[src/rtl/regfile_arbiter.sv]
// Write-port owner for the 16x16 register file: arbitrates CPU and debug access on clk2 ticks
// and scrubs every register to INIT_VAL after reset or on clear_req.
module regfile_arbiter #(
  parameter int DW = 16,
  parameter int AW = 4,
  parameter logic [DW-1:0] INIT_VAL = {DW{1'b0}}
) (
  input  logic          clk,
  input  logic          rst,
  input  logic          clk2,
  input  logic          clear_req,
  input  logic          c_req,
  input  logic          c_we,
  input  logic [AW-1:0] c_addr,
  input  logic [DW-1:0] c_wdata,
  output logic          c_ack,
  output logic [DW-1:0] c_rdata,
  input  logic          d_req,
  input  logic [AW-1:0] d_addr,
  output logic          d_ack,
  output logic [DW-1:0] d_rdata,
  output logic [AW-1:0] ram_a,
  output logic [DW-1:0] ram_d,
  output logic          ram_we,
  input  logic [DW-1:0] ram_q,
  output logic          scrub_busy
);

  typedef enum logic [1:0] {
    ST_SCRUB   = 2'd0,
    ST_IDLE    = 2'd1,
    ST_GRANT_C = 2'd2,
    ST_GRANT_D = 2'd3
  } state_t;

  state_t        state_r, state_s;
  logic [AW-1:0] addr_r, addr_s;
  logic [DW-1:0] wdata_r, wdata_s;
  logic          we_r, we_s;
  logic          c_done_s, d_done_s;
  logic          ram_we_s;
  logic          c_ack_r, d_ack_r;
  logic [DW-1:0] c_rdata_r, d_rdata_r;

  // addr_r doubles as the scrub pointer and the latched grant address, so ram_a holds when idle
  assign ram_a      = addr_r;
  assign ram_d      = (state_r == ST_SCRUB) ? INIT_VAL : wdata_r;
  assign ram_we     = ram_we_s & ~rst;
  assign scrub_busy = (state_r == ST_SCRUB);
  assign c_ack      = c_ack_r;
  assign d_ack      = d_ack_r;
  assign c_rdata    = c_rdata_r;
  assign d_rdata    = d_rdata_r;

  // Next-state, address/data latching and arbitration evaluated for the coming tick
  always_comb begin
    state_s  = state_r;
    addr_s   = addr_r;
    wdata_s  = wdata_r;
    we_s     = we_r;
    c_done_s = (state_r == ST_GRANT_C);
    d_done_s = (state_r == ST_GRANT_D);
    case (state_r)
      ST_SCRUB: begin
        if (addr_r == {AW{1'b1}}) begin
          state_s = ST_IDLE;
          addr_s  = {AW{1'b0}};
        end else begin
          state_s = ST_SCRUB;
          addr_s  = addr_r + AW'(1);
        end
      end
      default: begin
        // A requester whose grant closes at this tick sits out one slot
        if (clear_req) begin
          state_s = ST_SCRUB;
          addr_s  = {AW{1'b0}};
          we_s    = 1'b0;
        end else if (c_req && !c_done_s) begin
          state_s = ST_GRANT_C;
          addr_s  = c_addr;
          wdata_s = c_wdata;
          we_s    = c_we;
        end else if (d_req && !d_done_s) begin
          state_s = ST_GRANT_D;
          addr_s  = d_addr;
          we_s    = 1'b0;
        end else begin
          state_s = ST_IDLE;
        end
      end
    endcase
  end

  // RAM write strobe: one write per tick while scrubbing or in a CPU write grant
  always_comb begin
    ram_we_s = 1'b0;
    case (state_r)
      ST_SCRUB:   ram_we_s = clk2;
      ST_GRANT_C: ram_we_s = we_r & clk2;
      default:    ram_we_s = 1'b0;
    endcase
  end

  // State, latches and registered acks/read data; everything advances only on ticks
  always_ff @(posedge clk) begin
    if (rst) begin
      state_r   <= ST_SCRUB;
      addr_r    <= {AW{1'b0}};
      wdata_r   <= {DW{1'b0}};
      we_r      <= 1'b0;
      c_ack_r   <= 1'b0;
      d_ack_r   <= 1'b0;
      c_rdata_r <= {DW{1'b0}};
      d_rdata_r <= {DW{1'b0}};
    end else if (clk2) begin
      state_r <= state_s;
      addr_r  <= addr_s;
      wdata_r <= wdata_s;
      we_r    <= we_s;
      c_ack_r <= c_done_s;
      d_ack_r <= d_done_s;
      // ram_q is the async read of the old contents: read-before-write
      if (c_done_s) c_rdata_r <= ram_q;
      if (d_done_s) d_rdata_r <= ram_q;
    end
  end

endmodule
[config.mk]
export PLATFORM = sky130hd
export DESIGN_NAME = regfile_arbiter
export DESIGN_NICKNAME = d
export VERILOG_FILES = /design/src/rtl/regfile_arbiter.sv
export SDC_FILE = /design/constraint.sdc
export NUM_CORES = 1
export LEC_CHECK = 0
export ABC_AREA = 1
export ABC_CLOCK_PERIOD_IN_PS = 2880
export BUFFER_PORTS_ARGS = -buffer_cell sky130_fd_sc_hd__buf_2
export CAP_MARGIN = 20
export CORE_UTILIZATION = 40
export DETAILED_ROUTE_END_ITERATION = 7
export MAX_ROUTING_LAYER = met4
export PLACE_DENSITY = 0.69
export SLEW_MARGIN = 5
export SYNTH_ARGS = -nofsm -noshare
export SYNTH_HDL_FRONTEND = slang
export SYNTH_SLANG_ARGS = --single-unit
[constraint.sdc]
create_clock -name clk -period 2.88 [get_ports clk]
set_clock_uncertainty 0.1 [all_clocks]
set_input_delay 0.144 -clock clk [delete_from_list [all_inputs] [get_ports clk]]
set_output_delay 0.144 -clock clk [all_outputs]
set_load 0.01 [all_outputs]
; ---- After elaboration in Yosys (flattened, before gate mapping)
; Index checks and enable logic that the tools add are counted.
[totals]
regBits = 57
output_inout_bits = 56
[classes]
addsub = 1
eq_ne = 3
mux = 15
bitwise = 5
n_reduce_logical = 12
[op_table]
columns = op, count
row1 = $mux W4, 5
row2 = $mux W16, 1
row3 = $mux W2, 4
row4 = $reduce_and A2 Y1, 3
row5 = $add A4 B1 Y4 const B, 1
row6 = $eq A2 B2 Y1 const B, 2
row7 = $eq A4 B4 Y1 const B, 1
row8 = $mux W1, 4
row9 = $reduce_and A4 Y1, 1
row10 = $reduce_bool A4 Y1, 1
row11 = $not A1 Y1, 3
row12 = $reduce_and A3 Y1, 1
row13 = $reduce_bool A3 Y1, 1
row14 = $and A1 B1 Y1, 2
row15 = $logic_and A1 B1 Y1, 2
row16 = $logic_not A1 Y1, 2
row17 = $logic_not A2 Y1, 1
row18 = $pmux W1 S2, 1

; ---- Depth between registers and ports, before layout
; Gate-level depths: netlist of the first run.
[logic_depth]
depth_word = 7
ltp_mapped = 9
ltp_nobuf = 8

; ---- Worst setup path after synthesis of the first run
; Ideal clock, no wire load.
[synth_timing]
path_kind = reg-to-reg
start = register state_r[0]
end = register wdata_r[5]
setup_time_ps = 116
arrival_time_ps = 1172
required_time_ps = 2664
slack_ps = 1492
stages_incl_launch_ff = 9
path_buffers = 1
synth_period_minus_slack_ps = 1388
path_cell_list = dfxtp_1 inv_1 nand2_1 nand2_4 nor2_8 inv_2 buf_6 nor2_1 nor2_1
[synth_via]
elab_chain_cells = 4
elab_cells_between_ends = 6
classes_between = 1 x eq/ne / 1 x bitwise / 4 x reduce/logical
[synth_rtl]
columns = element, line_no
row1 = from (decl), 36  ; state_t state_r, state_s;
row2 = from (signal assigned), 117  ; state_r <= state_s;
row3 = $eq A2 B2 Y1, 61  ; c_done_s = (state_r == ST_GRANT_C);
row4 = $logic_not A1 Y1, 79  ; end else if (c_req && !c_done_s) begin
row5 = $logic_and A1 B1 Y1, 79
row6 = $reduce_and A4 Y1 (no source line) (*), -
row7 = to (signal assigned), 110  ; wdata_r <= {DW{1'b0}};
row8 = to (signal assigned), 119  ; wdata_r <= wdata_s;
row9 = to (decl), 38  ; logic [DW-1:0] wdata_r, wdata_s;
; Mark *: on every way between the ends. The rest lies on a longest branch, timed or not.
; A chain may end at the register's enable or synchronous reset.

; ---- Worst setup path after layout of the first run
[layout_timing]
start = input port rst
end = output port ram_we
[layout_via]
elab_chain_cells = 2
[layout_rtl]
columns = element, line_no
row1 = from (decl), 9  ; input logic rst,
row2 = $not A1 Y1, 48  ; assign ram_we = ram_we_s & ~rst;
row3 = $and A1 B1 Y1, 48
row4 = to (decl), 24  ; output logic ram_we,
; Every way passes these cells.

==> key figures, run 1 <==
Power and ir drop
  • VDD IR max: between 0.2 and 0.3 mV
  • Comb pwr share: 9.5%
  • Switch share: a little under a quarter
  • Clock group share of total power: 43.7%
  • PD cells: 512 nW/um2
  • Pleak: around 1.6 nW
  • Sequential power share: 46.8%
  • Switching power: 0.398 mW
  • P_int: about 1.3 mW

Critical path
  • Worst EP arrival: 1.89 ns
  • Setup Crit Path Kind: in2out
  • CP Capture Point: ram_we
  • Required @ worst endpoint: 2.64 ns
  • FF-to-FF Start: state_r[0]$_SDFFE_PP0P_
  • CP endpoint kind: output port
  • CP startpoint: rst
  • Worst setup SP type: primary input
  • Max incr delay on CP: between 0.5 and 0.6 ns
  • Reg2reg path depth: 7
  • RR Endpoint: wdata_r[9]$_SDFFE_PP0P_
  • Crit path cell chain: dlygate4sd3_1 -> buf_2 -> inv_1 -> nand3_1 -> a21oi_1 -> buf_2
  • Most frequent CP cell: buf_2
  • Setup slack, reg-to-reg: between 1 and 1.5 ns
  • Crit-path max FO: 34
  • Crit-path slowest cell: inv_1

Timing
  • Min cycle time layout: approximately 2.1 ns
  • Fmax: 470 MHz
  • Fin. Hold Viols: 0
  • Slew @ Worst Pin: 0.779 ns
  • Hold Slack: around 0.018 ns
  • Slew headroom: between 40% and 50%
  • Final Cycle Share: approximately 74%
  • RSZ-0062 raised after global routing: false
  • Setup TNS: 0 ns
  • Max Slew Vio Count: 0
  • Setup-failing EPs final: 0

Floorplan
  • Die Area: about 6400 um2
  • Die Y: 79.9 um
  • Row cnt: 28
  • # IOs: about 100
  • Starting Density: 41.3%
  • Die Wd: approximately 80 um
  • Core ar.: between 5000 and 6000 um2

CTS
  • Clock buffer depth: 2
  • H-tree levels: 3
  • Root buffer cell: clkbuf_8
  • Clock Latency Late Sink: roughly 0.32 ns
  • Clock buffer count from CTS: 9
  • Clock sinks: between 50 and 60
  • Clock-pin slew on the worst setup and hold paths: roughly 0.060 ns
  • CTS tree: yes
  • Cts repair resizes: 0

Global routing
  • Number of global-route vias before repair: ~2200
  • Global Route Usage Sum: between 15 and 20%
  • Grt total ovfl: 0
  • First-pass GRT wire length: ~9600 um
  • Initial antenna violation count: 0
  • Largest net degree at the start of global routing: 35

Flow run
  • Max-Cap Viols: 0

Placed design
  • Placed Area: approximately 3000 um2
  • Placer Congestion: around 0.8
  • Port-buffer cells: slightly above 100
  • HPWL Detailed: about 4100 um

Cells and area
  • Post-route cell area: ~3400 um2
  • Number of diodes: 0
  • Layout area overhead: 39.7%
  • # nets final: between 500 and 600
  • Share of cells above drive strength 1: a little over a quarter
  • Fill cells: between 500 and 600

Yosys
  • Syn Std Cell Area: 2430 um2
  • Synthesized net count: a little under 400
  • Synth cell types: 21
  • Synth Warn #: 0
  • Yosys reg bits: 57
  • Sequential share of the synthesized area: 47.0%
  • Mean Syn Cell Area: around 7 um2
  • Syn Inst Count: 346

Detailed routing
  • Vias per cell: 4.60
  • Initial drt markers: between 80 and 90
  • Routed WL per cell: between 10 and 15 um
  • Routed vias: roughly 2500
  • 1st-pass router iterations: 4
  • Final wirelength: 6030 um
  • DRC errors left: 0
  • Post-DRT Antenna Nets: 0

Worst hold path
  • Worst min-delay path class: in2reg

Run status
  • Status: finished clean
[cells in the mapped netlist]
cell | instances | area (um2)
a21oi_1 | 39 | 195
buf_2 | 3 | 15.0
buf_4 | 1 | 7.51
buf_6 | 2 | 22.5
clkbuf_1 | 10 | 37.5
dfxtp_1 | 57 | 1140
ha_1 | 1 | 12.5
inv_1 | 64 | 240
inv_2 | 1 | 3.75
nand2_1 | 31 | 116
nand2_2 | 1 | 6.26
nand2_4 | 1 | 11.3
nand3_1 | 16 | 80.1
nand3b_1 | 1 | 7.51
nand4_1 | 1 | 6.26
nor2_1 | 63 | 236
nor2_2 | 2 | 12.5
nor2_8 | 1 | 20.0
o21ai_0 | 44 | 220
o21ai_1 | 6 | 30.0
or2_2 | 1 | 6.26
[worst min path at each step]
stage | slack, ns | cells past startpoint | endpoint | start
after floorplan | 0.11 | 1 | c_ack$_SDFFE_PP0P_ | rst
after global placement | 0.26 | 3 | wdata_r[0]$_SDFFE_PP0P_ | c_wdata[0]
after detailed placement | 0.27 | 3 | wdata_r[1]$_SDFFE_PP0P_ | c_wdata[1]
after CTS | 0.0003 | 3 | d_rdata[3]$_SDFFE_PP0P_ | ram_q[3]
after global routing | 0.01 | 3 | c_rdata[7]$_SDFFE_PP0P_ | ram_q[7]
final | 0.02 | 3 | c_rdata[10]$_SDFFE_PP0P_ | ram_q[10]
[logic make-up (layout without fill, tap and decap cells)]
kind of cell	after synthesis	after routing	share of synthesized area (%)
compound gates	89	89	18.3
fa+ha+maj	1	1	0.515
buf+inv	81	206	13.4
flops	57	57	47.0
simple gates	118	118	20.7
[timing repair]
action,in CTS,in global routing
hold buffers,21,0
setup buffers,0,0
endpoints found under the setup margin,0,0
endpoints found under the hold margin,23,0
[worst max-delay path: cells and delay by family]
kind	cells	cell delay [ns]
buffers and inverters	4	1.41
AOI/OAI and AO/OA	1	0.17
and+or+nand+nor	1	0.15
[registers in the layout (all words and copies together) (netlist names)]
| signal | flops |
|---|---|
| d_ack | 1 |
| d_rdata | 16 |
| c_rdata | 16 |
| ram_a | 4 |
| wdata_r | 16 |
| c_ack | 1 |
| state_r | 2 |
| we_r | 1 |
[metal layers]
layer | global-route usage, % | wire length, um
met3 | 3.31 | 237
met1 | 24.4 | 2840
met2 | 31.6 | 2910
met5 | - | 0
met4 | 9.11 | 43
[final cells by class]
cell class,instances,area [um2],area share [%]
clock buffers,12,165,4.87
clock inverters,2,37.5,1.11
inverters,65,244,7.19
multi-input cells,208,961,28.3
flip-flops and latches,57,1140,33.6
well taps,75,93.8,2.77
repair buffers,127,751,22.1
[power groups by stage]
stage,registers (mW),logic (mW),clock network (mW)
final,0.814,0.164,0.760
after global routing,0.815,0.184,0.811
after CTS,0.813,0.164,0.776
after detailed placement,0.830,0.141,0
after global placement,0.831,0.139,0
after floorplan,0.832,0.0773,0
[stage by stage]
step / total power [mW] / util [%] / instances / worst slack [ns]
floorplan: 0.910 / - / 346 / 1.49
global placement: 0.970 / 50.6 / 511 / 1.23
detailed placement: 0.971 / 50.6 / 511 / 1.22
CTS: 1.75 / 57.7 / 546 / 0.741
global route: 1.81 / 57.7 / 546 / 0.573
finish: 1.74 / 57.7 / 546 / 0.750
[layout by cell type (no fill, tap or decap), drive strengths merged, types with 12 or more instances in the layout]
cell type    Yosys  layout
a21oi           39      39
buf              6     106
clkbuf          10      12
dfxtp           57      57
dlygate4sd3      0      21
inv             65      65
nand2           33      33
nand3           16      16
nor2            66      66
o21ai           50      50
(Power assumes the default switching activity.)
==> run 2, diff against run 1 <==
--- a/config.mk
+++ b/config.mk
@@ -6,13 +6,13 @@
 export NUM_CORES = 1
 export LEC_CHECK = 0
 export ABC_AREA = 1
-export ABC_CLOCK_PERIOD_IN_PS = 2880
+export ABC_CLOCK_PERIOD_IN_PS = 1900
 export BUFFER_PORTS_ARGS = -buffer_cell sky130_fd_sc_hd__buf_2
 export CAP_MARGIN = 20
 export CORE_UTILIZATION = 40
 export DETAILED_ROUTE_END_ITERATION = 7
 export MAX_ROUTING_LAYER = met4
-export PLACE_DENSITY = 0.69
+export PLACE_DENSITY = 0.72
 export SLEW_MARGIN = 5
 export SYNTH_ARGS = -nofsm -noshare
 export SYNTH_HDL_FRONTEND = slang
==> constraint.sdc (replaced) <==
create_clock -name clk -period 1.9 [get_ports clk]
set_clock_uncertainty 0.1 [all_clocks]
set_input_delay 0.095 -clock clk [delete_from_list [all_inputs] [get_ports clk]]
set_output_delay 0.095 -clock clk [all_outputs]
set_load 0.01 [all_outputs]
==> run 2 against run 1 <==
Against the previous run: sequential cell count did not move; design area increased by 2.8%; die area unchanged; wire length rose by 2.5%; combinational power rose by 64%.
==> key figures, run 2 (synthesis gave the netlist of run 1 again) <==
CTS
  • Clock sinks: 57
  • Root buffer cell: clkbuf_8
  • Clock buffer count from CTS: 9
  • Clock Latency Late Sink: about 0.31 ns
  • Clock-pin slew on the worst setup and hold paths: 0.06 ns
  • H-tree levels: 3
  • Clock buffer depth: 2
  • CTS tree: yes
  • Cts repair resizes: 0

Cells and area
  • Seq. cell area: roughly 1100 um2
  • Layout Cells excl Fill: 561
  • Most frequent cells in the layout: 102 x buf_2, 64 x inv_1, 63 x nor2_1
  • Number of diodes: 0
  • # nets final: between 500 and 600
  • Multi-input gate area: 961 um2
  • Post-layout util: between 50% and 60%
  • Commonest non-fill, non-tap cell in the layout: buf_2
  • Share of cells above drive strength 1: 26.5%
  • Fill cells: 564
  • Layout area overhead: 43.6%

Critical path
  • CP startpoint: state_r[0]$_SDFFE_PP0P_
  • Setup Crit Path Kind: reg2reg
  • Reg2reg path depth: 7
  • Required @ worst endpoint: around 2.0 ns
  • Worst setup SP type: flip-flop
  • Crit-path max FO: 18
  • Worst EP arrival: between 1.5 and 2 ns
  • RR Endpoint: wdata_r[1]$_SDFFE_PP0P_
  • CP endpoint kind: flip-flop
  • FF-to-FF Start: state_r[0]$_SDFFE_PP0P_
  • Setup slack, reg-to-reg: 0.31 ns
  • CP Capture Point: wdata_r[1]$_SDFFE_PP0P_

Placed design
  • Port-buffer cells: roughly 100
  • Placed Instances: approximately 510
  • Placer Congestion: 0.773
  • HPWL Detailed: 3940 um

Power and ir drop
  • Sequential power share: ~50%
  • Power Total: approximately 2.4 mW
  • P_int: around 1.8 mW
  • PD cells: 695 nW/um2
  • Switching power: around 0.62 mW
  • Pleak: 1.67 nW
  • Clock group share of total power: 38.2%
  • Comb pwr share: 11.1%
  • VDD IR max: 0.425 mV
  • Switch share: around a quarter

Detailed routing
  • Routed vias: around 2600
  • Routed WL per cell: 11.0 um
  • DRC errors left: 0
  • Initial drt markers: 62
  • Vias per cell: around 4.6
  • 1st-pass router iterations: 4
  • Routed met2 length: approximately 3000 um
  • Max Used Layer: met4
  • Wl on met1: between 2000 and 3000 um
  • Post-DRT Antenna Nets: 0
  • DR WL met3: between 200 and 250 um
  • Final wirelength: approximately 6200 um

Floorplan
  • Die Area: between 6000 and 7000 um2
  • Row cnt: 28
  • Die Wd: about 80 um
  • # IOs: around 100
  • Core ar.: 5890 um2
  • Die Y: approximately 80 um
  • Starting Density: 41.3%

Timing
  • Fin. Hold Viols: 0
  • Final Cycle Share: 83.9%
  • Hold Slack: ~0.052 ns
  • Fmax: around 630 MHz
  • Slew headroom: 79.4%
  • Min cycle time layout: about 1.6 ns
  • Slew @ Worst Pin: 0.307 ns
  • Setup-failing EPs final: 0
  • RSZ-0062 raised after global routing: false
  • Max Slew Vio Count: 0
  • Setup TNS: 0 ns

Worst hold path
  • Worst min-delay path class: in2reg

Global routing
  • Largest net degree at the start of global routing: 34
  • Global Route Usage Sum: approximately 20%
  • Grt total ovfl: 0
  • Initial antenna violation count: 0
  • Number of global-route vias before repair: roughly 2200
  • First-pass GRT wire length: ~9600 um

Run status
  • Status: finished clean

Flow run
  • Max-Cap Viols: 0
[run 2: changes by cell type in the layout (fill, tap and decap cells not counted)]
cell,delta
bufinv_16,-1
buf_4,+1
clkinv_4,+1
clkbuf_8,-3
clkinv_2,+4
dlygate4sd3_1,+13
[run 2: what timing repair did]
item	in CTS	in global routing
hold endpoints to repair	52	0
hold buffers	34	0
buffers inserted	0	0
[run 2: how the worst min path moves through the flow]
stage	startpoint	end	slack, ns	cells after the start
2_1_floorplan	rst	c_ack$_SDFFE_PP0P_	0.06	1
3_3_place_gp	c_wdata[13]	wdata_r[13]$_SDFFE_PP0P_	0.22	3
3_5_place_dp	c_wdata[13]	wdata_r[13]$_SDFFE_PP0P_	0.23	3
4_1_cts	clear_req	state_r[1]$_SDFFE_PP0P_	0.04	4
5_1_grt	clear_req	state_r[1]$_SDFFE_PP0P_	0.05	4
6_report	clear_req	state_r[1]$_SDFFE_PP0P_	0.05	4
[run 2: cell type report]
type	instances	area share, %
Multi-Input combinational cell	208	27.5
Timing Repair Buffer	141	25.5
Tap cell	75	2.69
Inverter	65	6.99
Sequential cell	57	32.7
Clock buffer	9	3.55
Clock inverter	6	1.04
[run 2: metal layers]
| layer | global-route usage [%] | vias to the layer above |
|---|---|---|
| met5 | - | - |
| met4 | 10.7 | 0 |
| met3 | 3.66 | 14 |
| met2 | 32.1 | 67 |
| met1 | 23.2 | 1146 |
| li1 | - | 1346 |
[run 2: per-stage QoR]
| stage | worst slack (ns) | cell area [um2] |
|---|---|---|
| 2_1_floorplan | 0.512 | 2430 |
| 3_3_place_gp | 0.374 | 2990 |
| 3_5_place_dp | 0.305 | 2990 |
| 4_1_cts | 0.294 | 3490 |
| 5_1_grt | 0.142 | 3490 |
| 6_report | 0.305 | 3490 |
[run 2: power by group through the flow]
stage               clock network [mW]  logic, mW  registers, mW
floorplan                            0      0.117           1.26
finish                           0.926      0.269           1.23
detailed placement                   0      0.212           1.26
global route                      1.02      0.297           1.23
global placement                     0      0.210           1.26
CTS                              0.957      0.267           1.23
[run 2: critical path, cell delays in order, from the launching register on]
cell and delay [ns]:
dfxtp_1 0.38, inv_1 0.10, nand2_1 0.16, nand2_4 0.13
nor2_8 0.25, inv_2 0.17, nor2_1 0.12, nor2_1 0.06
